--- config.mk ---
export PLATFORM = sky130hd
export DESIGN_NAME = fir_decimator
export DESIGN_NICKNAME = d
export VERILOG_FILES = /design/src/rtl/wavesense_dsp_pkg.sv /design/src/rtl/fir_decimator_round_sat.sv /design/src/rtl/fir_decimator.sv
export SDC_FILE = /design/constraint.sdc
export NUM_CORES = 1
export LEC_CHECK = 0
export ABC_AREA = 0
export BUFFER_PORTS_ARGS = -buffer_cell sky130_fd_sc_hd__buf_2
export CORE_ASPECT_RATIO = 0.8
export CORE_MARGIN = 2
export CORE_UTILIZATION = 55
export CTS_CLUSTER_SIZE = 25
export DETAILED_ROUTE_END_ITERATION = 12
export MAX_ROUTING_LAYER = met4
export PLACE_DENSITY_LB_ADDON = 0.1
export SLEW_MARGIN = 20
export SYNTH_ARGS = -nofsm -noshare
export SYNTH_HDL_FRONTEND = slang
export SYNTH_SLANG_ARGS = --single-unit
--- constraint.sdc ---
create_clock -name s00_axis_aclk -period 2.7 [get_ports s00_axis_aclk]
set_input_delay 0.54 -clock s00_axis_aclk [delete_from_list [all_inputs] [get_ports s00_axis_aclk]]
set_output_delay 0.54 -clock s00_axis_aclk [all_outputs]
set_load 0.02 [all_outputs]
--- src/rtl/wavesense_dsp_pkg.sv ---
// rtl/wavesense_dsp_pkg.sv - shared DSP types, constants and saturation helper
package wavesense_dsp_pkg;

  typedef logic signed [31:0] sample_t;

  // FIR coefficient sum is 153, so a 7-bit shift brings unity gain back near 1.2
  localparam int FIR_GAIN_SHIFT = 7;
  // 122.88 MS/s down to 20.48 MS/s
  localparam int DECIM_20M      = 6;

  // Clamp a wide signed value to the signed range of a width-bit word
  function automatic logic signed [63:0] sat_to(input logic signed [63:0] x,
                                                input int                  width);
    logic signed [63:0] hi;
    logic signed [63:0] lo;
    hi = (64'sd1 <<< (width - 1)) - 64'sd1;
    lo = -hi - 64'sd1;
    if (x > hi) begin
      return hi;
    end else if (x < lo) begin
      return lo;
    end else begin
      return x;
    end
  endfunction

endpackage

--- src/rtl/fir_decimator_round_sat.sv ---
// rtl/fir_decimator_round_sat.sv - combinational arithmetic shift and saturate with clip flag
module round_sat
  import wavesense_dsp_pkg::*;
#(
  parameter int IN_W      = 33,
  parameter int SHIFT     = 7,
  parameter int OUT_WIDTH = 16
) (
  input  logic signed [IN_W-1:0]      i_a,
  output logic signed [OUT_WIDTH-1:0] o_y,
  output logic                        o_clip
);

  logic signed [IN_W-1:0] w_shifted;
  logic signed [63:0]     w_wide;
  logic signed [63:0]     w_sat;

  // Rounding constant was already added upstream, so a plain arithmetic shift completes round-half-up
  assign w_shifted = i_a >>> SHIFT;
  assign w_wide    = 64'(w_shifted);
  assign w_sat     = sat_to(w_wide, OUT_WIDTH);
  assign o_y       = w_sat[OUT_WIDTH-1:0];
  assign o_clip    = (w_sat != w_wide);

endmodule

--- src/rtl/fir_decimator.sv ---
// rtl/fir_decimator.sv - keep 1 of DECIM samples, round, saturate, stream out; DECIM_SAT_COUNT_EN adds clip counter
module fir_decimator
  import wavesense_dsp_pkg::*;
#(
  parameter int C_S00_AXIS_TDATA_WIDTH = 32,
  parameter int C_M00_AXIS_TDATA_WIDTH = 32,
  parameter int OUT_WIDTH              = 16,
  parameter int DECIM                  = DECIM_20M,
  parameter int SHIFT                  = FIR_GAIN_SHIFT
) (
  input  logic                              s00_axis_aclk,
  input  logic                              s00_axis_aresetn,
  input  logic                              s00_axis_tvalid,
  input  logic [C_S00_AXIS_TDATA_WIDTH-1:0] s00_axis_tdata,
  output logic                              s00_axis_tready,
`ifdef DECIM_SAT_COUNT_EN
  input  logic                              sat_clear,
  output logic [15:0]                       sat_count,
`endif
  input  logic                              m00_axis_tready,
  output logic                              m00_axis_tvalid,
  output logic [C_M00_AXIS_TDATA_WIDTH-1:0] m00_axis_tdata
);

  localparam int IW = C_S00_AXIS_TDATA_WIDTH;
  localparam int AW = IW + 1;
  localparam int PW = (DECIM > 1) ? $clog2(DECIM) : 1;
  localparam logic signed [AW-1:0] RND =
    (SHIFT == 0) ? AW'(0) : (AW'(1) << ((SHIFT == 0) ? 0 : SHIFT - 1));

  generate
    if (DECIM < 1) begin : g_bad_decim
      $error("fir_decimator: DECIM must be >= 1");
    end
    if (OUT_WIDTH > C_M00_AXIS_TDATA_WIDTH) begin : g_bad_width
      $error("fir_decimator: OUT_WIDTH must not exceed C_M00_AXIS_TDATA_WIDTH");
    end
  endgenerate

  logic [PW-1:0]              r_phase;
  logic                       r_va;
  logic                       r_vb;
  logic signed [AW-1:0]       r_a;
  logic signed [OUT_WIDTH-1:0] r_b;

  logic                       w_adv;
  logic                       w_accept;
  logic                       w_keep;
  logic signed [AW-1:0]       w_a_next;
  logic signed [OUT_WIDTH-1:0] w_y;
`ifdef DECIM_SAT_COUNT_EN
  logic                       w_clip;
`else
  logic                       w_clip_unused;
`endif

  // Whole pipeline moves together; it only freezes when the output holds an unaccepted beat
  assign w_adv           = ~r_vb | m00_axis_tready;
  assign w_accept        = s00_axis_tvalid & w_adv;
  assign w_keep          = (r_phase == '0);
  assign w_a_next        = $signed({s00_axis_tdata[IW-1], s00_axis_tdata}) + RND;
  assign s00_axis_tready = w_adv;
  assign m00_axis_tvalid = r_vb;
  assign m00_axis_tdata  = C_M00_AXIS_TDATA_WIDTH'(r_b);

  round_sat #(
    .IN_W      (AW),
    .SHIFT     (SHIFT),
    .OUT_WIDTH (OUT_WIDTH)
  ) u_round_sat (
    .i_a    (r_a),
    .o_y    (w_y),
`ifdef DECIM_SAT_COUNT_EN
    .o_clip (w_clip)
`else
    .o_clip (w_clip_unused)
`endif
  );

  // Decimation phase: counts accepted beats only, so input gaps never shift the kept grid
  always_ff @(posedge s00_axis_aclk or negedge s00_axis_aresetn) begin
    if (!s00_axis_aresetn) begin
      r_phase <= '0;
    end else if (w_accept) begin
      r_phase <= (r_phase == PW'(DECIM - 1)) ? '0 : r_phase + PW'(1);
    end
  end

  // Stage A captures the rounded input, stage B the shifted and saturated result
  always_ff @(posedge s00_axis_aclk or negedge s00_axis_aresetn) begin
    if (!s00_axis_aresetn) begin
      r_va <= 1'b0;
      r_vb <= 1'b0;
      r_a  <= '0;
      r_b  <= '0;
    end else if (w_adv) begin
      r_va <= w_accept & w_keep;
      r_a  <= w_a_next;
      r_vb <= r_va;
      r_b  <= w_y;
    end
  end

`ifdef DECIM_SAT_COUNT_EN
  logic [15:0] r_sat_count;
  assign sat_count = r_sat_count;

  // Count valid stage-B loads that clipped; saturates at all-ones, clear has priority
  always_ff @(posedge s00_axis_aclk or negedge s00_axis_aresetn) begin
    if (!s00_axis_aresetn) begin
      r_sat_count <= '0;
    end else if (sat_clear) begin
      r_sat_count <= '0;
    end else if (w_adv && r_va && w_clip && (r_sat_count != 16'hFFFF)) begin
      r_sat_count <= r_sat_count + 16'd1;
    end
  end
`endif

endmodule

==> results of run 1 <==
==> cell families (layout without fill, tap and decap cells) <==
family / Yosys count / count (layout) / synth area share, %
AO/OA/AOI/OAI: 58 / 58 / 13.60
XOR/XNOR: 13 / 13 / 4.722
adder cells (fa/ha/maj): 1 / 1 / 0.5189
buffers and inverters: 36 / 82 / 8.459
flip-flops: 47 / 47 / 48.78
AND/OR/NAND/NOR: 123 / 123 / 23.92
==> cells in the final DEF, fill, tap and decap left out, drive strengths merged <==
| cell | synthesis | final |
|---|---|---|
| a21o | 1 | 1 |
| a31oi | 13 | 13 |
| and4 | 1 | 1 |
| buf | 18 | 67 |
| clkbuf | 11 | 7 |
| clkinv | 0 | 1 |
| dfrtp | 47 | 47 |
| ha | 1 | 1 |
| inv | 7 | 7 |
| nand2 | 48 | 48 |
| nand2b | 1 | 1 |
| nand3 | 9 | 9 |
| nand4 | 8 | 8 |
| nor2 | 31 | 31 |
| nor2b | 1 | 1 |
| nor3 | 5 | 5 |
| nor4 | 3 | 3 |
| o21ai | 37 | 37 |
| o31ai | 6 | 6 |
| o41ai | 1 | 1 |
| or2 | 1 | 1 |
| or3 | 7 | 7 |
| or4 | 8 | 8 |
| xnor2 | 11 | 11 |
| xor2 | 2 | 2 |
==> routing by layer <==
layer  vias up  GRT usage (%)  routed length [um]
met5         -              -                   0
met4         0          5.263                  39
met3         4          4.441                 249
met2        56          27.26                1830
met1       869          33.93                2462
li1       1042              -                   -
==> final timing paths <==
check	to	startpoint	slack, ps
setup / recovery	r_a[28]	s00_axis_tdata[6]	560
hold / removal	r_b[2]	s00_axis_aresetn	120
setup reg to reg	r_b[0]	m00_axis_tvalid	1290
hold reg to reg	m00_axis_tvalid	r_va	460
max in group asynchronous	r_a[28]	s00_axis_aresetn	1860
min in group s00_axis_aclk	m00_axis_tvalid	r_va	460
==> metrics by stage <==
step | power [mW] | instance area, um2 | setup WS (ps) | cells | util [%]
2_1_floorplan | 1.723 | 2411 | 569.0 | 278 | -
4_1_cts | 2.324 | 2734 | 581.3 | 381 | 65.03
6_report | 2.299 | 2734 | 555.6 | 381 | 65.03
3_5_place_dp | 1.930 | 2653 | 270.4 | 373 | 63.10
5_1_grt | 2.478 | 2734 | 472.8 | 381 | 65.03
3_3_place_gp | 1.909 | 2653 | 293.3 | 373 | 63.10
==> cell usage after synthesis (2+ instances only) <==
library cell,count
a31oi_1,13
buf_4,16
clkbuf_1,11
dfrtp_1,47
inv_1,7
nand2_1,48
nand3_1,9
nand4_1,7
nor2_1,31
nor3_1,5
nor4_1,3
o21ai_0,37
o31ai_1,6
or3_1,7
or4_1,7
xnor2_1,11
xor2_1,2
==> power groups by stage <==
| stage | Combinational (mW) | Clock (mW) | Sequential, mW |
|---|---|---|---|
| 2_1_floorplan | 0.538 | 0 | 1.18 |
| 3_3_place_gp | 0.848 | 0 | 1.06 |
| 3_5_place_dp | 0.858 | 0 | 1.07 |
| 4_1_cts | 0.862 | 0.404 | 1.06 |
| 5_1_grt | 0.946 | 0.442 | 1.09 |
| 6_report | 0.849 | 0.394 | 1.06 |
==> critical path, cell delays in order <==
cell     delay [ps]
buf_2           110
ha_1            220
nand4_2         170
or4_4           580
or4_1           530
a31oi_1         190
==> flip-flops by register name, indices dropped and copies added (netlist names) <==
name	flops
r_b	16
m00_axis_tvalid	1
r_a	26
r_va	1
r_phase	3
==> area by class of cell <==
type | instances | share of cell area, %
sequential | 47 | 43.02
multi-input combinational | 195 | 37.80
timing repair buffer | 67 | 12.63
clock buffer | 7 | 2.792
tap | 57 | 2.609
inverter | 7 | 0.9611
clock inverter | 1 | 0.1831
==> results.json, run 1 <==
{
  "via_count": 1971,
  "synth_edf_count": 0,
  "boundaryPins": 70,
  "routabilityCongestion": 0.7811,
  "slew_headroom_pct": 71.02,
  "antenna_found_initial": 0,
  "layout.nets": 360,
  "syn_inst": 278,
  "endpoint_kind": "flip-flop",
  "rsz0062_at_grt": "no",
  "drc_errors": 0,
  "maxCapViolCount": 0,
  "cts_root_buf": "clkbuf_8",
  "worstPathMaxFanout": 13,
  "synth_async_sr_flop_share_pct": 100.0,
  "status": "finished, final reports clean",
  "die_h_um": 63.22,
  "drive_gt1_share_pct": 23.77,
  "synth_top_area_share_pct": 48.78,
  "crit_type": "input pin to flip-flop",
  "cts.sinks": 47,
  "internal_power_mw": 1.382,
  "ys_seq_elements": 47,
  "synthDistinctLibCells": 28,
  "drtIter0Drc": 146,
  "drt-total-wl_um": 4581,
  "synth.top_cells.by_area": "dfrtp_1 49%, o21ai_0 7.7%, nand2_1 7.5%",
  "cts_tree": "yes",
  "drv_slew": 0,
  "fin_hold_ws_ps": 122.6,
  "area_delta_synth_final_pct": 13.39,
  "ant_nets": 0,
  "synth_top_cell_by_area": "dfrtp_1",
  "core_area_um2": 4204,
  "grtUsageTotal_pct": 21.24,
  "power.density_nw_per_um2": 840.9,
  "start_util_pct": 57.35,
  "ctsResizeCount": 0,
  "tns_ps": 0,
  "fin_crit_sh_pct": 79.42,
  "diodes": 0,
  "max_freq_mhz": 466.3,
  "min_path_type": "input pin to asynchronous set/reset pin",
  "multi_input_area_um2": 1033,
  "period_minus_slack_ps": 2144,
  "io_buffers": 63,
  "insertion_delay_ps": 290,
  "p_sw_mw": 0.9168,
  "crit_required_ps": 2910,
  "worstMarginPinSlew_ps": 433.7,
  "ff2ff_path_depth": 4,
  "grt_overflow": 0,
  "yosysSeqAreaShare_pct": 48.78,
  "post_cts_buffers": 0,
  "grt_pass1_vias": 1690,
  "cts_buffers": 5,
  "die_w_um": 78.03,
  "rows": 21,
  "die_area_um2": 4933,
  "viasPerCell": 5.173,
  "yosys_warnings": 0,
  "synth-main-ff-cell": "dfrtp_1",
  "worstPathArrival_ps": 2350,
  "critPathLaunchType": "input pin",
  "cts_hold_buf": 0,
  "clockPowerShare_pct": 17.1,
  "syn_nets": 315,
  "syn_area_per_cell_um2": 8.673,
  "combinationalPowerShare_pct": 36.9,
  "wl_per_cell_um": 12.02,
  "grt_max_degree": 45,
  "hold_viol": 0,
  "dp_hpwl_um": 3448,
  "grt_pass1_wl_um": 8093,
  "clockBufferDepth": 2,
  "syn_area_um2": 2411,
  "firstDrtPassIters": 4,
  "setup_viol": 0,
  "skew_ps": 3.311,
  "h-tree-depth": 2,
  "n_fill_cell": 397,
  "clk_pin_slew_ps": 80,
  "ir_drop_uv": 342.6,
  "switching_share_pct": 39.88,
  "leakagePower_nw": 1.202,
  "regArea_um2": 1176,
  "p_seq_share_pct": 45.9
}
Power figures use the tool's default switching activity.
==> run 2, diff against run 1 <==
--- a/config.mk
+++ b/config.mk
@@ -9,7 +9,7 @@
 export BUFFER_PORTS_ARGS = -buffer_cell sky130_fd_sc_hd__buf_2
 export CORE_ASPECT_RATIO = 0.8
 export CORE_MARGIN = 2
-export CORE_UTILIZATION = 55
+export CORE_UTILIZATION = 47
 export CTS_CLUSTER_SIZE = 25
 export DETAILED_ROUTE_END_ITERATION = 12
 export MAX_ROUTING_LAYER = met4
==> constraint.sdc (replaced) <==
create_clock -name s00_axis_aclk -period 1.7 [get_ports s00_axis_aclk]
set_input_delay 0.34 -clock s00_axis_aclk [delete_from_list [all_inputs] [get_ports s00_axis_aclk]]
set_output_delay 0.34 -clock s00_axis_aclk [all_outputs]
set_load 0.02 [all_outputs]
==> run 2 against run 1 <==
The flow now finishes with violations (hold timing). Sequential share of layout area is 4.7 points lower. Design area up 12%. Flip-flop and latch count did not move. First-iteration DRC count down 45%. Clock power increased by 80%.
==> results.json, run 2 (synthesis results as in run 1) <==
{
  "clk_pin_slew_ps": 90,
  "routabilityCongestion": 0.7952,
  "cts_tree": "yes",
  "combinationalPowerShare_pct": 37.5,
  "internal_power_mw": 2.291,
  "grt_overflow": 0,
  "rsz0062_at_grt": "no",
  "p_sw_mw": 1.514,
  "crit_required_ps": 1930,
  "grt_max_degree": 48,
  "ant_nets": 0,
  "hold_viol": 7,
  "worstPathArrival_ps": 1890,
  "fin_crit_sh_pct": 97.70,
  "design_area_um2": 3067,
  "die_area_um2": 5722,
  "clockBufferDepth": 2,
  "slew_headroom_pct": 69.51,
  "cts.sinks": 47,
  "violations": "hold timing",
  "drtIter0Drc": 81,
  "insertion_delay_ps": 300,
  "placed_cell_area_um2": 2944,
  "largest_reg_flops": 26,
  "maxCapViolCount": 0,
  "min_path_type": "input pin to asynchronous set/reset pin",
  "drive_gt1_share_pct": 32.12,
  "endpoint_kind": "flip-flop",
  "viasPerCell": 4.905,
  "worstMarginPinSlew_ps": 456.2,
  "cts_buffers": 5,
  "switching_share_pct": 39.79,
  "cts_root_buf": "clkbuf_8",
  "final_util_pct": 61.60,
  "area_delta_synth_final_pct": 27.19,
  "drt-total-wl_um": 5175,
  "wl_per_cell_um": 12.32,
  "period_minus_slack_ps": 1661,
  "status": "finished with violations",
  "power.density_nw_per_um2": 1241,
  "p_seq_share_pct": 43.9,
  "cts_hold_buf": 0,
  "cpMaxStageDelayCell": "or4_4",
  "fin_hold_ws_ps": -2.667,
  "firstDrtPassIters": 4,
  "crit_type": "input pin to flip-flop",
  "cpPeakStageDelay_ps": 550,
  "io_buffers": 63,
  "drc_errors": 0,
  "antenna_found_initial": 0,
  "die_h_um": 68.06,
  "boundaryPins": 70,
  "crit_top_cell": "buf_4",
  "drv_slew": 0,
  "max_freq_mhz": 602.1,
  "grt_pass1_vias": 1849,
  "grtUsageTotal_pct": 20.13,
  "ir_drop_uv": 836.4,
  "h-tree-depth": 2,
  "largest_register": "r_a",
  "dp_hpwl_um": 3877,
  "critPathLaunchType": "input pin",
  "final_cell_mix": "61 x buf_2, 48 x nand2_1, 47 x dfrtp_1, 37 x o21ai_0, 36 x buf_4",
  "via_count": 2060,
  "diodes": 0,
  "crit_chain": "buf_4, buf_4, nand4_1, or4_4, or4_1, a31oi_1",
  "core_area_um2": 4979,
  "tns_ps": 0,
  "total_power_mw": 3.804,
  "setup_viol": 0,
  "top_regs": "r_a x26, r_b x16, r_phase x3",
  "grt_pass1_wl_um": 8687,
  "layout.nets": 394,
  "start_util_pct": 48.43,
  "skew_ps": 11.04,
  "worstPathMaxFanout": 6,
  "final_common_cell": "buf_2",
  "clockPowerShare_pct": 18.6,
  "n_fill_cell": 451,
  "rows": 23,
  "leakagePower_nw": 1.372,
  "die_w_um": 84.08
}
run 2: cell types whose count changed in the layout (fill, tap and decap cells not counted), sizes merged:
cell,delta
clkinvlp,+1
buf,+34
clkbuf,-1
run 2: stage by stage:
stage               std cells  setup slack [ps]
floorplan                 278            -133.2
global route              420            0.7060
CTS                       420             7.589
global placement          411            -295.6
detailed placement        411            -338.2
finish                    420             39.18
run 2: worst max-delay path, delay by kind of cell:
kind / cells / cell delay [ps]
buffers and inverters: 2 / 210
AOI/OAI and AO/OA: 1 / 170
and+or+nand+nor: 3 / 1170
run 2: path summary, 6_finish.rpt:
path                                     from               to  slack, ps  depth (start not counted)
max reg2reg                   m00_axis_tvalid          r_b[10]        200                          4
min                          s00_axis_aresetn       r_phase[2]         -3                          2
min in group s00_axis_aclk    s00_axis_tvalid       r_phase[0]        330                          3
max                         s00_axis_tdata[7]          r_a[29]         40                          6
min reg2reg                              r_va  m00_axis_tvalid        470                          1
max in group asynchronous    s00_axis_aresetn          r_a[18]       1470                          2
run 2: area by class of cell:
class | count | area, um2 | area share, %
Sequential cell | 47 | 1176 | 38.35
Multi-Input combinational cell | 195 | 1059 | 34.52
Timing Repair Buffer | 101 | 629.4 | 20.52
Clock buffer | 6 | 82.58 | 2.693
Tap cell | 62 | 77.57 | 2.530
Inverter | 7 | 26.28 | 0.8568
Clock inverter | 2 | 16.27 | 0.5304
run 2: repair_timing:
action | 4_1_cts | 5_1_grt
gates resized for setup | 3 | 1
gates cloned | 0 | 0
buffers inserted | 1 | 0
pin swaps | 6 | 3
setup endpoints to repair | 4 | 5
run 2: power by group through the flow:
stage / clock (mW) / combinational [mW] / sequential [mW]
6_report: 0.709 / 1.43 / 1.67
5_1_grt: 0.762 / 1.58 / 1.73
4_1_cts: 0.722 / 1.44 / 1.67
3_5_place_dp: 0 / 1.44 / 1.70
3_3_place_gp: 0 / 1.42 / 1.68
2_1_floorplan: 0 / 0.865 / 1.88
run 2: routing by layer:
layer  routed length, um  global-route usage [%]  part of all wire, %
met3                 219                   3.619                  4.2
met1                2838                   28.44                   55
met2                2042                   29.56                   39
met5                   0                       -                    0
met4                  74                   6.653                  1.4
